--- src/rtl/flash_read_arbiter_if.sv ---
// Read-channel bundle between the two requesters (s0 = fetch, s1 = data/DMA),
// the arbiter, and the flash controller's single AXI-lite read port (m).
interface flash_read_arbiter_if #(
  parameter int unsigned ADDR_W = 32,
  parameter int unsigned DATA_W = 32
);
  logic              s0_axi_arvalid;
  logic              s0_axi_arready;
  logic [ADDR_W-1:0] s0_axi_araddr;
  logic [2:0]        s0_axi_arprot;
  logic              s0_axi_rvalid;
  logic              s0_axi_rready;
  logic [DATA_W-1:0] s0_axi_rdata;

  logic              s1_axi_arvalid;
  logic              s1_axi_arready;
  logic [ADDR_W-1:0] s1_axi_araddr;
  logic [2:0]        s1_axi_arprot;
  logic              s1_axi_rvalid;
  logic              s1_axi_rready;
  logic [DATA_W-1:0] s1_axi_rdata;

  logic              m_axi_arvalid;
  logic              m_axi_arready;
  logic [ADDR_W-1:0] m_axi_araddr;
  logic [2:0]        m_axi_arprot;
  logic              m_axi_rvalid;
  logic              m_axi_rready;
  logic [DATA_W-1:0] m_axi_rdata;

  // Arbiter's view: target for s0/s1, initiator toward flash.
  modport slave (
    input  s0_axi_arvalid, s0_axi_araddr, s0_axi_arprot, s0_axi_rready,
    output s0_axi_arready, s0_axi_rvalid, s0_axi_rdata,
    input  s1_axi_arvalid, s1_axi_araddr, s1_axi_arprot, s1_axi_rready,
    output s1_axi_arready, s1_axi_rvalid, s1_axi_rdata,
    output m_axi_arvalid, m_axi_araddr, m_axi_arprot, m_axi_rready,
    input  m_axi_arready, m_axi_rvalid, m_axi_rdata
  );

  // Environment's view: requesters plus flash controller.
  modport master (
    output s0_axi_arvalid, s0_axi_araddr, s0_axi_arprot, s0_axi_rready,
    input  s0_axi_arready, s0_axi_rvalid, s0_axi_rdata,
    output s1_axi_arvalid, s1_axi_araddr, s1_axi_arprot, s1_axi_rready,
    input  s1_axi_arready, s1_axi_rvalid, s1_axi_rdata,
    input  m_axi_arvalid, m_axi_araddr, m_axi_arprot, m_axi_rready,
    output m_axi_arready, m_axi_rvalid, m_axi_rdata
  );
endinterface

--- src/rtl/flash_read_arbiter.sv ---
// Two-requester arbiter for the flash controller's single AXI-lite read port.
// One transaction outstanding at a time; round-robin or fixed s0 priority.
module flash_read_arbiter #(
  parameter bit          RR_EN  = 1'b1,
  parameter int unsigned ADDR_W = 32,
  parameter int unsigned DATA_W = 32
) (
  input  logic                  CLK,
  input  logic                  RST,
  flash_read_arbiter_if.slave   bus,
  output logic [1:0]            grant,
  output logic                  busy
);

  typedef enum logic [1:0] {
    ST_IDLE = 2'd0,
    ST_ADDR = 2'd1,
    ST_DATA = 2'd2
  } state_t;

  state_t            r_state;
  state_t            w_next;
  logic [1:0]        r_grant;
  logic              r_last_grant;
  logic [ADDR_W-1:0] r_addr;
  logic [2:0]        r_prot;

  logic              w_s0_win;
  logic              w_s1_win;
  logic              w_accept;
  logic              w_r_hs;

  // Winner selection: s0 takes a tie unless round-robin says s1 is due.
  always_comb begin
    w_s0_win = bus.s0_axi_arvalid &
               (~bus.s1_axi_arvalid | (RR_EN == 1'b0) | r_last_grant);
    w_s1_win = bus.s1_axi_arvalid & ~w_s0_win;
    w_accept = (r_state == ST_IDLE) & (w_s0_win | w_s1_win);
  end

  // State register.
  always_ff @(posedge CLK) begin
    if (RST) r_state <= ST_IDLE;
    else     r_state <= w_next;
  end

  // Next state plus all handshake outputs; data path is steered by r_grant.
  always_comb begin
    w_next             = r_state;
    w_r_hs             = 1'b0;
    bus.s0_axi_arready = 1'b0;
    bus.s1_axi_arready = 1'b0;
    bus.s0_axi_rvalid  = 1'b0;
    bus.s1_axi_rvalid  = 1'b0;
    bus.s0_axi_rdata   = '0;
    bus.s1_axi_rdata   = '0;
    bus.m_axi_arvalid  = 1'b0;
    bus.m_axi_rready   = 1'b0;
    case (r_state)
      ST_IDLE: begin
        bus.s0_axi_arready = w_s0_win;
        bus.s1_axi_arready = w_s1_win;
        if (w_s0_win | w_s1_win) w_next = ST_ADDR;
      end
      ST_ADDR: begin
        bus.m_axi_arvalid = 1'b1;
        if (bus.m_axi_arready) w_next = ST_DATA;
      end
      ST_DATA: begin
        if (r_grant[0]) begin
          bus.s0_axi_rvalid = bus.m_axi_rvalid;
          bus.s0_axi_rdata  = bus.m_axi_rdata;
          bus.m_axi_rready  = bus.s0_axi_rready;
        end else begin
          bus.s1_axi_rvalid = bus.m_axi_rvalid;
          bus.s1_axi_rdata  = bus.m_axi_rdata;
          bus.m_axi_rready  = bus.s1_axi_rready;
        end
        w_r_hs = bus.m_axi_rvalid & bus.m_axi_rready;
        if (w_r_hs) w_next = ST_IDLE;
      end
      default: w_next = ST_IDLE;
    endcase
  end

  // Latch the winning request on acceptance; record the owner on completion.
  always_ff @(posedge CLK) begin
    if (RST) begin
      r_grant      <= '0;
      r_last_grant <= 1'b1;
      r_addr       <= '0;
      r_prot       <= '0;
    end else if (w_accept) begin
      r_grant <= {w_s1_win, w_s0_win};
      r_addr  <= w_s0_win ? bus.s0_axi_araddr : bus.s1_axi_araddr;
      r_prot  <= w_s0_win ? bus.s0_axi_arprot : bus.s1_axi_arprot;
    end else if (w_r_hs) begin
      r_last_grant <= r_grant[1];
      r_grant      <= '0;
    end
  end

  assign bus.m_axi_araddr = r_addr;
  assign bus.m_axi_arprot = r_prot;
  assign grant            = r_grant;
  assign busy             = (r_state != ST_IDLE);

endmodule
--- src/flat_wrapper.sv ---
// flat-port wrapper written by rule: the top's interface ports become plain ports
module flash_read_arbiter_flat 
#(
  parameter bit          RR_EN  = 1'b1,
  parameter int unsigned ADDR_W = 32,
  parameter int unsigned DATA_W = 32
)
  (CLK, RST, grant, busy, bus_s0_axi_arvalid, bus_s0_axi_araddr, bus_s0_axi_arprot, bus_s0_axi_rready, bus_s0_axi_arready, bus_s0_axi_rvalid, bus_s0_axi_rdata, bus_s1_axi_arvalid, bus_s1_axi_araddr, bus_s1_axi_arprot, bus_s1_axi_rready, bus_s1_axi_arready, bus_s1_axi_rvalid, bus_s1_axi_rdata, bus_m_axi_arvalid, bus_m_axi_araddr, bus_m_axi_arprot, bus_m_axi_rready, bus_m_axi_arready, bus_m_axi_rvalid, bus_m_axi_rdata);
  flash_read_arbiter_if #(.ADDR_W(ADDR_W), .DATA_W(DATA_W)) bus_i ();
  input  logic CLK;
  input  logic RST;
  output logic [1:0] grant;
  output logic busy;
  input wire logic [$bits(bus_i.s0_axi_arvalid)-1:0] bus_s0_axi_arvalid;
  input wire logic [$bits(bus_i.s0_axi_araddr)-1:0] bus_s0_axi_araddr;
  input wire logic [$bits(bus_i.s0_axi_arprot)-1:0] bus_s0_axi_arprot;
  input wire logic [$bits(bus_i.s0_axi_rready)-1:0] bus_s0_axi_rready;
  output wire logic [$bits(bus_i.s0_axi_arready)-1:0] bus_s0_axi_arready;
  output wire logic [$bits(bus_i.s0_axi_rvalid)-1:0] bus_s0_axi_rvalid;
  output wire logic [$bits(bus_i.s0_axi_rdata)-1:0] bus_s0_axi_rdata;
  input wire logic [$bits(bus_i.s1_axi_arvalid)-1:0] bus_s1_axi_arvalid;
  input wire logic [$bits(bus_i.s1_axi_araddr)-1:0] bus_s1_axi_araddr;
  input wire logic [$bits(bus_i.s1_axi_arprot)-1:0] bus_s1_axi_arprot;
  input wire logic [$bits(bus_i.s1_axi_rready)-1:0] bus_s1_axi_rready;
  output wire logic [$bits(bus_i.s1_axi_arready)-1:0] bus_s1_axi_arready;
  output wire logic [$bits(bus_i.s1_axi_rvalid)-1:0] bus_s1_axi_rvalid;
  output wire logic [$bits(bus_i.s1_axi_rdata)-1:0] bus_s1_axi_rdata;
  output wire logic [$bits(bus_i.m_axi_arvalid)-1:0] bus_m_axi_arvalid;
  output wire logic [$bits(bus_i.m_axi_araddr)-1:0] bus_m_axi_araddr;
  output wire logic [$bits(bus_i.m_axi_arprot)-1:0] bus_m_axi_arprot;
  output wire logic [$bits(bus_i.m_axi_rready)-1:0] bus_m_axi_rready;
  input wire logic [$bits(bus_i.m_axi_arready)-1:0] bus_m_axi_arready;
  input wire logic [$bits(bus_i.m_axi_rvalid)-1:0] bus_m_axi_rvalid;
  input wire logic [$bits(bus_i.m_axi_rdata)-1:0] bus_m_axi_rdata;
  assign bus_i.s0_axi_arvalid = bus_s0_axi_arvalid;
  assign bus_i.s0_axi_araddr = bus_s0_axi_araddr;
  assign bus_i.s0_axi_arprot = bus_s0_axi_arprot;
  assign bus_i.s0_axi_rready = bus_s0_axi_rready;
  assign bus_s0_axi_arready = bus_i.s0_axi_arready;
  assign bus_s0_axi_rvalid = bus_i.s0_axi_rvalid;
  assign bus_s0_axi_rdata = bus_i.s0_axi_rdata;
  assign bus_i.s1_axi_arvalid = bus_s1_axi_arvalid;
  assign bus_i.s1_axi_araddr = bus_s1_axi_araddr;
  assign bus_i.s1_axi_arprot = bus_s1_axi_arprot;
  assign bus_i.s1_axi_rready = bus_s1_axi_rready;
  assign bus_s1_axi_arready = bus_i.s1_axi_arready;
  assign bus_s1_axi_rvalid = bus_i.s1_axi_rvalid;
  assign bus_s1_axi_rdata = bus_i.s1_axi_rdata;
  assign bus_m_axi_arvalid = bus_i.m_axi_arvalid;
  assign bus_m_axi_araddr = bus_i.m_axi_araddr;
  assign bus_m_axi_arprot = bus_i.m_axi_arprot;
  assign bus_m_axi_rready = bus_i.m_axi_rready;
  assign bus_i.m_axi_arready = bus_m_axi_arready;
  assign bus_i.m_axi_rvalid = bus_m_axi_rvalid;
  assign bus_i.m_axi_rdata = bus_m_axi_rdata;
  flash_read_arbiter #(.RR_EN(RR_EN), .ADDR_W(ADDR_W), .DATA_W(DATA_W)) u_core (.CLK(CLK), .RST(RST), .bus(bus_i), .grant(grant), .busy(busy));
endmodule
--- config.mk ---
export PLATFORM = sky130hd
export DESIGN_NAME = flash_read_arbiter_flat
export DESIGN_NICKNAME = d
export VERILOG_FILES = /design/src/rtl/flash_read_arbiter_if.sv /design/src/rtl/flash_read_arbiter.sv /design/src/flat_wrapper.sv
export SDC_FILE = /design/constraint.sdc
export NUM_CORES = 1
export LEC_CHECK = 0
export CORE_MARGIN = 2
export CORE_UTILIZATION = 33
export DETAILED_ROUTE_END_ITERATION = 10
export GPL_TIMING_DRIVEN = 0
export PLACE_DENSITY_LB_ADDON = 0.05
export SETUP_SLACK_MARGIN = 0.4
export SYNTH_ARGS = -nofsm -noshare
export SYNTH_HDL_FRONTEND = slang
export SYNTH_SLANG_ARGS = --single-unit
--- constraint.sdc ---
create_clock -name CLK -period 1.5 [get_ports CLK]
set_input_delay 0.225 -clock CLK [delete_from_list [all_inputs] [get_ports CLK]]
set_output_delay 0.225 -clock CLK [all_outputs]
set_load 0.005 [all_outputs]
==> results.json, run 1 <==
{
  "status": "finished, violations left",
  "failed_checks": "setup timing",
  "pwr-share-comb": 0.469,
  "whs_endpoint": "u_core.grant[0]",
  "fp.dieArea_sq_um": 8644,
  "finClkSkew_ns": 0.008911,
  "dieWidth_microns": 92.98,
  "syn_area_per_cell_sq_um": 8.241,
  "crit_top_cell": "buf_6",
  "diodes": 0,
  "path_cells": "nand2b_4, nor2_4, buf_8, buf_6, buf_6, buf_6, and2_4, buf_6",
  "path_class": "reg -> out",
  "wl_microns": 12860,
  "dpl.hpwl_microns": 8249,
  "slew_headroom": 0.5161,
  "instances_no_fill": 712,
  "root_buffer": "clkbuf_8",
  "arrival_ns": 1.67,
  "hold_viol_final": 0,
  "vias": 3690,
  "gp_congestion": 0.7876,
  "clk_latency_ns": 0.29,
  "final_area_sq_um": 6385,
  "total_power_mw": 3.826,
  "wl_per_cell_microns": 18.07,
  "antenna_found_initial": 0,
  "top_usage_layer": "met2",
  "internal_power_mw": 2.634,
  "max-vdd-ir-drop_v": 0.0004853,
  "timing.final.crit_period_ns": 1.892,
  "yosysMostFrequentCell": "and2_1",
  "fin_setup_tns_ns": -16.82,
  "crit_family": "simple AND/OR/NAND/NOR gates",
  "p_leak_nw": 2.870,
  "synth-simple-area-share": 0.2658,
  "synthMuxAreaShare": 0.007663,
  "overflow": 0,
  "cts_made_buffers": 5,
  "synthesis.nets": 427,
  "endpoint_kind": "primary output",
  "max_freq_mhz": 528.5,
  "dieHeight_microns": 92.98,
  "switching_share": 0.3117,
  "cpMaxStageDelayCell": "dfxtp_2",
  "maxSlewViolCount": 0,
  "boundaryPins": 218,
  "grt_pass1_wl_microns": 17480,
  "ys_types": 24,
  "worstMarginPinSlew_ns": 0.7258,
  "reg2reg_from": "u_core.grant[0]",
  "drt_pre_antenna_iters": 4,
  "met3_usage": 0.05479,
  "post-synth-top-area-fraction": 0.3065,
  "cap_violations": 0,
  "min_from": "RST",
  "cp-start-kind": "flip-flop",
  "synth-xor-area-share": 0,
  "synthAdderAreaFrac": 0,
  "synth_compound_area_frac": 0.3396,
  "syn_to_final_growth_pct": 144.4,
  "htree_levels": 2,
  "portBuffers": 216,
  "clockPowerShare": 0.192,
  "r2r_cells": 7,
  "period_share": 1.261,
  "critPathMaxFanout": 5,
  "setup_viol": 70,
  "p_switching_mw": 1.192,
  "async_flop_share": 0,
  "yosysSeqAreaShare": 0.3065,
  "ys_ff_latch": 40,
  "placed_cell_area_sq_um": 5162,
  "reg2reg_setup_slack_ns": -0.04,
  "synth_top_cell_by_area": "dfxtp_1",
  "clk_pin_slew_ns": 0.08,
  "clock-sinks": 40,
  "postRouteAntennaNets": 0,
  "rows": 32,
  "crit_buf_inv": 5,
  "synth_ff_type": "dfxtp_1",
  "rsz0062_at_grt": "yes",
  "grt_max_degree": 13,
  "holdPathStages": 2,
  "grtUsageMet2": 0.4698,
  "synthCells": 317,
  "drive_gt1_frac": 0.5557,
  "initial_core_util": 0.3398,
  "drc_errors": 0,
  "min_path_type": "in -> reg",
  "cpPeakStageDelay_ns": 0.35,
  "power_density_nw_per_um2": 599.3,
  "ctsLongestPathBuffers": 2,
  "yosys_warnings": 0,
  "grt_pass1_vias": 3377,
  "holdBufCountCts": 0,
  "synth_common_cells": "and2_1 (64), dfxtp_1 (40), a21oi_1 (37)",
  "r2r_end": "u_core.r_last_grant",
  "seqPwrFrac": 0.338,
  "synth_top_family_by_area": "compound AO/OA/AOI/OAI gates",
  "cp.required_ns": 1.27,
  "place_inst": 635,
  "worst_slack_ns": -0.3921,
  "grt_use_total": 0.2508,
  "vias_per_cell": 5.183,
  "use_met1": 0.2829,
  "cts_tree": "done",
  "syn-cell-area_sq_um": 2613,
  "first_iter_violations": 104,
  "synth_edf_count": 0,
  "dp_slack_ns": -0.7099,
  "coreArea_sq_um": 7687,
  "ys_top_cells_by_area": "dfxtp_1 (31%), a311oi_2 (17%), and2_1 (15%), a21oi_1 (7.1%), nand3_1 (6.9%)",
  "finalNetCount": 719
}
==> cell type report <==
cell class,instances,area (sq um)
repair buffers,285,2944
clock buffers,7,76.32
inverters,5,18.77
flip-flops and latches,40,835.8
clock inverters,1,8.758
multi-input cells,234,1964
well taps,102,127.6
fillers,450,1303
plain buffers,38,409.1
==> power groups by stage <==
stage	Clock [mW]	Combinational [mW]	Sequential (mW)
2_1_floorplan	0	0.599	1.29
3_3_place_gp	0	1.33	1.29
3_5_place_dp	0	1.36	1.29
4_1_cts	0.739	1.49	1.27
5_1_grt	0.772	1.89	1.31
6_report	0.736	1.80	1.29
==> layout by cell type, fill, tap and decap left out, types with 3 or more instances in the layout <==
cell	instances
clkdlybuf4s50_1	107
buf_6	102
and2_4	63
nand3_1	35
a311oi_2	34
o21ai_0	33
clkbuf_2	24
buf_4	23
dfxtp_2	22
a21oi_1	21
dlymetal6s2s_1	16
dfxtp_1	16
buf_8	14
a21oi_2	11
clkbuf_1	10
clkdlybuf4s15_1	10
buf_12	6
clkbuf_8	6
a21oi_4	5
buf_2	4
inv_1	3
nor2_4	3
nand2_1	3
nand2b_1	3
clkdlybuf4s15_2	3
==> routing by layer <==
metal | up-vias | wire length (microns)
met5 | - | 0
met4 | 0 | 321
met3 | 32 | 917
met2 | 182 | 6706
met1 | 1737 | 4919
li1 | 1739 | -
==> state kept, by name (all words and copies together), names as in the netlist <==
| signal | cells |
|---|---|
| u_core.bus.m_axi_araddr | 32 |
| u_core.bus.m_axi_arprot | 3 |
| u_core.grant | 2 |
| u_core.r_last_grant | 1 |
| u_core.r_state | 2 |
==> worst register-to-register path, cell delays in order (launching register included) <==
cell and delay (ns):
dfxtp_4 0.37, buf_6 0.11, buf_6 0.12, mux2i_4 0.19, buf_6 0.13, buf_6 0.10, nor3_4 0.22, mux2i_1 0.22
==> kinds of logic after synthesis <==
kind of cell / count (synthesis)
buf+inv: 43
mux: 2
compound gates: 110
flops: 40
simple gates: 122
==> metrics by stage <==
step	utilization	hold WS, ns
6_report	0.8306	0.3710
5_1_grt	0.8306	0.4026
4_1_cts	0.7287	0.3425
3_5_place_dp	0.6715	0.4956
3_3_place_gp	0.6715	0.4834
2_1_floorplan	-	0.3579
==> worst max path at each step <==
stage / start / end / slack (ns) / depth (start not counted)
finish: u_core.r_state[0] / bus_s1_axi_rdata[1] / -0.39 / 8
global route: u_core.r_state[0] / bus_s1_axi_rdata[1] / -0.44 / 8
CTS: u_core.r_state[1] / bus_s1_axi_arready / -0.55 / 6
detailed placement: bus_s0_axi_arvalid / bus_s1_axi_arready / -0.71 / 7
global placement: bus_s1_axi_arvalid / bus_s0_axi_arready / -0.72 / 6
floorplan: bus_s0_axi_arvalid / u_core.bus.m_axi_araddr[0] / 0.15 / 7
==> what timing repair did <==
action,in CTS,in global routing
gates resized for setup,325,232
setup endpoints to repair,148,140
cloned,5,1
pin swaps,8,25
buffers inserted,16,47
(Power assumes the default switching activity.)
==> run 2: changes to the inputs <==
--- a/config.mk
+++ b/config.mk
@@ -5,6 +5,7 @@
 export SDC_FILE = /design/constraint.sdc
 export NUM_CORES = 1
 export LEC_CHECK = 0
+export CORE_ASPECT_RATIO = 0.9
 export CORE_MARGIN = 2
 export CORE_UTILIZATION = 33
 export DETAILED_ROUTE_END_ITERATION = 10
==> run 2 against run 1 <==
  * The run still ends with setup timing left
  * Clock power down 2%
  * Final cell count shrank 2.9%
  * Via count down 0.43%
  * Core utilization fell by 0.27 points
  * Die area about the same
  * Critical path depth did not move
  * Count of clock-buffer cells in the layout down 1
  * Critical endpoint is now bus_s1_axi_rdata[18]
  * Largest power group unchanged
  * Highest routed layer unchanged
==> results.json, run 2 (synthesis gave the netlist of run 1 again) <==
{
  "status": "finished, violations left",
  "failed_checks": "setup timing",
  "finClkSkew_ns": 0.007993,
  "overflow": 0,
  "cts_made_buffers": 5,
  "crit_top_cell": "buf_6",
  "initial_core_util": 0.3429,
  "coreArea_sq_um": 7620,
  "max-vdd-ir-drop_v": 0.0004742,
  "fin_setup_tns_ns": -13.29,
  "htree_levels": 2,
  "grt_pass1_wl_microns": 19010,
  "r2r_end": "u_core.bus.m_axi_araddr[1]",
  "slew_headroom": 0.4570,
  "maxSlewViolCount": 0,
  "holdPathStages": 4,
  "syn_to_final_growth_pct": 141.5,
  "timing.final.crit_period_ns": 1.751,
  "drive_gt1_frac": 0.5613,
  "period_share": 1.167,
  "min_path_type": "in -> reg",
  "arrival_ns": 1.53,
  "hold_viol_final": 0,
  "dpl.hpwl_microns": 8586,
  "endpoint_kind": "primary output",
  "wl_per_cell_microns": 19.08,
  "grt_max_degree": 12,
  "cpMaxStageDelayCell": "dfxtp_2",
  "max_freq_mhz": 571.2,
  "vias": 3674,
  "finalNetCount": 705,
  "ctsLongestPathBuffers": 2,
  "mostFrequentLayoutCells": "clkdlybuf4s50_1 (106), buf_6 (85), and2_4 (61)",
  "grt_use_total": 0.2751,
  "instances_no_fill": 691,
  "multi_input_area_sq_um": 1951,
  "cts_tree": "done",
  "path_cells": "nand2b_4, nor2_4, buf_12, buf_6, buf_6, buf_8, and2_4, buf_6",
  "rows": 30,
  "regArea_sq_um": 848.3,
  "num-fill-cells": 443,
  "portBuffers": 216,
  "first_iter_violations": 138,
  "rsz0062_at_grt": "yes",
  "gp_congestion": 0.7918,
  "cpPeakStageDelay_ns": 0.33,
  "setup_viol": 103,
  "clk_latency_ns": 0.30,
  "cp.required_ns": 1.27,
  "whs_endpoint": "u_core.grant[1]",
  "diodes": 0,
  "path_class": "reg -> out",
  "vias_per_cell": 5.317,
  "whs_ns": 0.3500,
  "critPathMaxFanout": 6,
  "power_density_nw_per_um2": 613.0,
  "dieHeight_microns": 88.41,
  "final_common_cell": "clkdlybuf4s50_1",
  "utilization": 0.8279,
  "worst_slack_ns": -0.2506,
  "clock-sinks": 40,
  "min_from": "bus_s1_axi_arvalid",
  "reg2reg_setup_slack_ns": -0.15,
  "cp-start-kind": "flip-flop",
  "grt_pass1_vias": 3685,
  "fp.dieArea_sq_um": 8646,
  "worstMarginPinSlew_ns": 0.8146,
  "postRouteAntennaNets": 0,
  "reg2reg_from": "u_core.r_state[0]",
  "dieWidth_microns": 97.79,
  "holdBufCountCts": 0,
  "clk_pin_slew_ns": 0.08,
  "boundaryPins": 218,
  "place_inst": 629,
  "r2r_cells": 10,
  "largest_reg_flops": 32,
  "drc_errors": 0,
  "cap_violations": 0,
  "root_buffer": "clkbuf_8",
  "wl_microns": 13180,
  "antenna_found_initial": 0,
  "drt_pre_antenna_iters": 4,
  "p_leak_nw": 2.629
}
run 2: changes by cell type in the layout (fill, tap and decap cells not counted), moves of 5 or more:
cell / change
a21oi_2: +5
buf_2: +6
buf_4: -6
dfxtp_1: -8
dlymetal6s2s_1: -15
clkdlybuf4s15_1: +15
clkbuf_2: -13
clkbuf_8: +5
buf_6: -17
dfxtp_2: +7
run 2: worst max-delay path by stage:
stage / cells after the start / from / slack, ns / to
floorplan: 7 / bus_s0_axi_arvalid / 0.15 / u_core.bus.m_axi_araddr[0]
global placement: 7 / bus_s0_axi_arvalid / -0.69 / bus_s1_axi_arready
detailed placement: 7 / bus_s0_axi_arvalid / -0.73 / bus_s1_axi_arready
CTS: 8 / u_core.r_state[0] / -0.27 / bus_s1_axi_rdata[15]
global route: 8 / u_core.r_state[0] / -0.29 / bus_s1_axi_rdata[18]
finish: 8 / u_core.r_state[0] / -0.25 / bus_s1_axi_rdata[18]
run 2: stage by stage:
stage	setup WS, ns	area, sq um	total power, mW
detailed placement	-0.7309	5155	2.647
CTS	-0.2716	6062	3.663
finish	-0.2506	6309	3.867
global placement	-0.6919	5155	2.623
floorplan	0.1503	2873	1.893
global route	-0.2880	6309	4.024
run 2: power breakdown:
| group | total [mW] | internal (mW) | switching (mW) |
|---|---|---|---|
| logic | 1.85 | 1.13 | 0.721 |
| registers | 1.30 | 1.21 | 0.0868 |
| clock network | 0.721 | 0.318 | 0.403 |
| total | 3.87 | 2.66 | 1.21 |
run 2: worst max-delay path: cells and delay by family, from the launching register on:
family | cells | cell delay [ns]
AND/OR/NAND/NOR | 3 | 0.35
flip-flops | 1 | 0.33
buffers and inverters | 5 | 0.56
run 2: repair_timing:
action	in CTS	in global routing
hold endpoints to repair	0	0
pin swaps	28	17
gates cloned	9	2
setup endpoints to repair	148	135
gates resized for setup	528	77
buffers inserted	35	9
run 2: area by class of cell:
cell class                 count  share of cell area
clock inverter                 1           0.0007933
tap                           96             0.01904
buffer                        38             0.06922
sequential                    40              0.1345
timing repair buffer         271              0.4524
clock buffer                   6             0.01150
multi-input combinational    234              0.3092
inverter                       5            0.003372
run 2: per-layer routing:
metal | up-vias | part of all wire | wire length, microns | GRT usage
li1 | 1713 | - | - | -
met4 | 0 | 0.027 | 351 | 0.07702
met5 | - | 0 | 0 | 0
met2 | 171 | 0.51 | 6781 | 0.5066
met1 | 1760 | 0.39 | 5184 | 0.3236
met3 | 30 | 0.066 | 865 | 0.06714
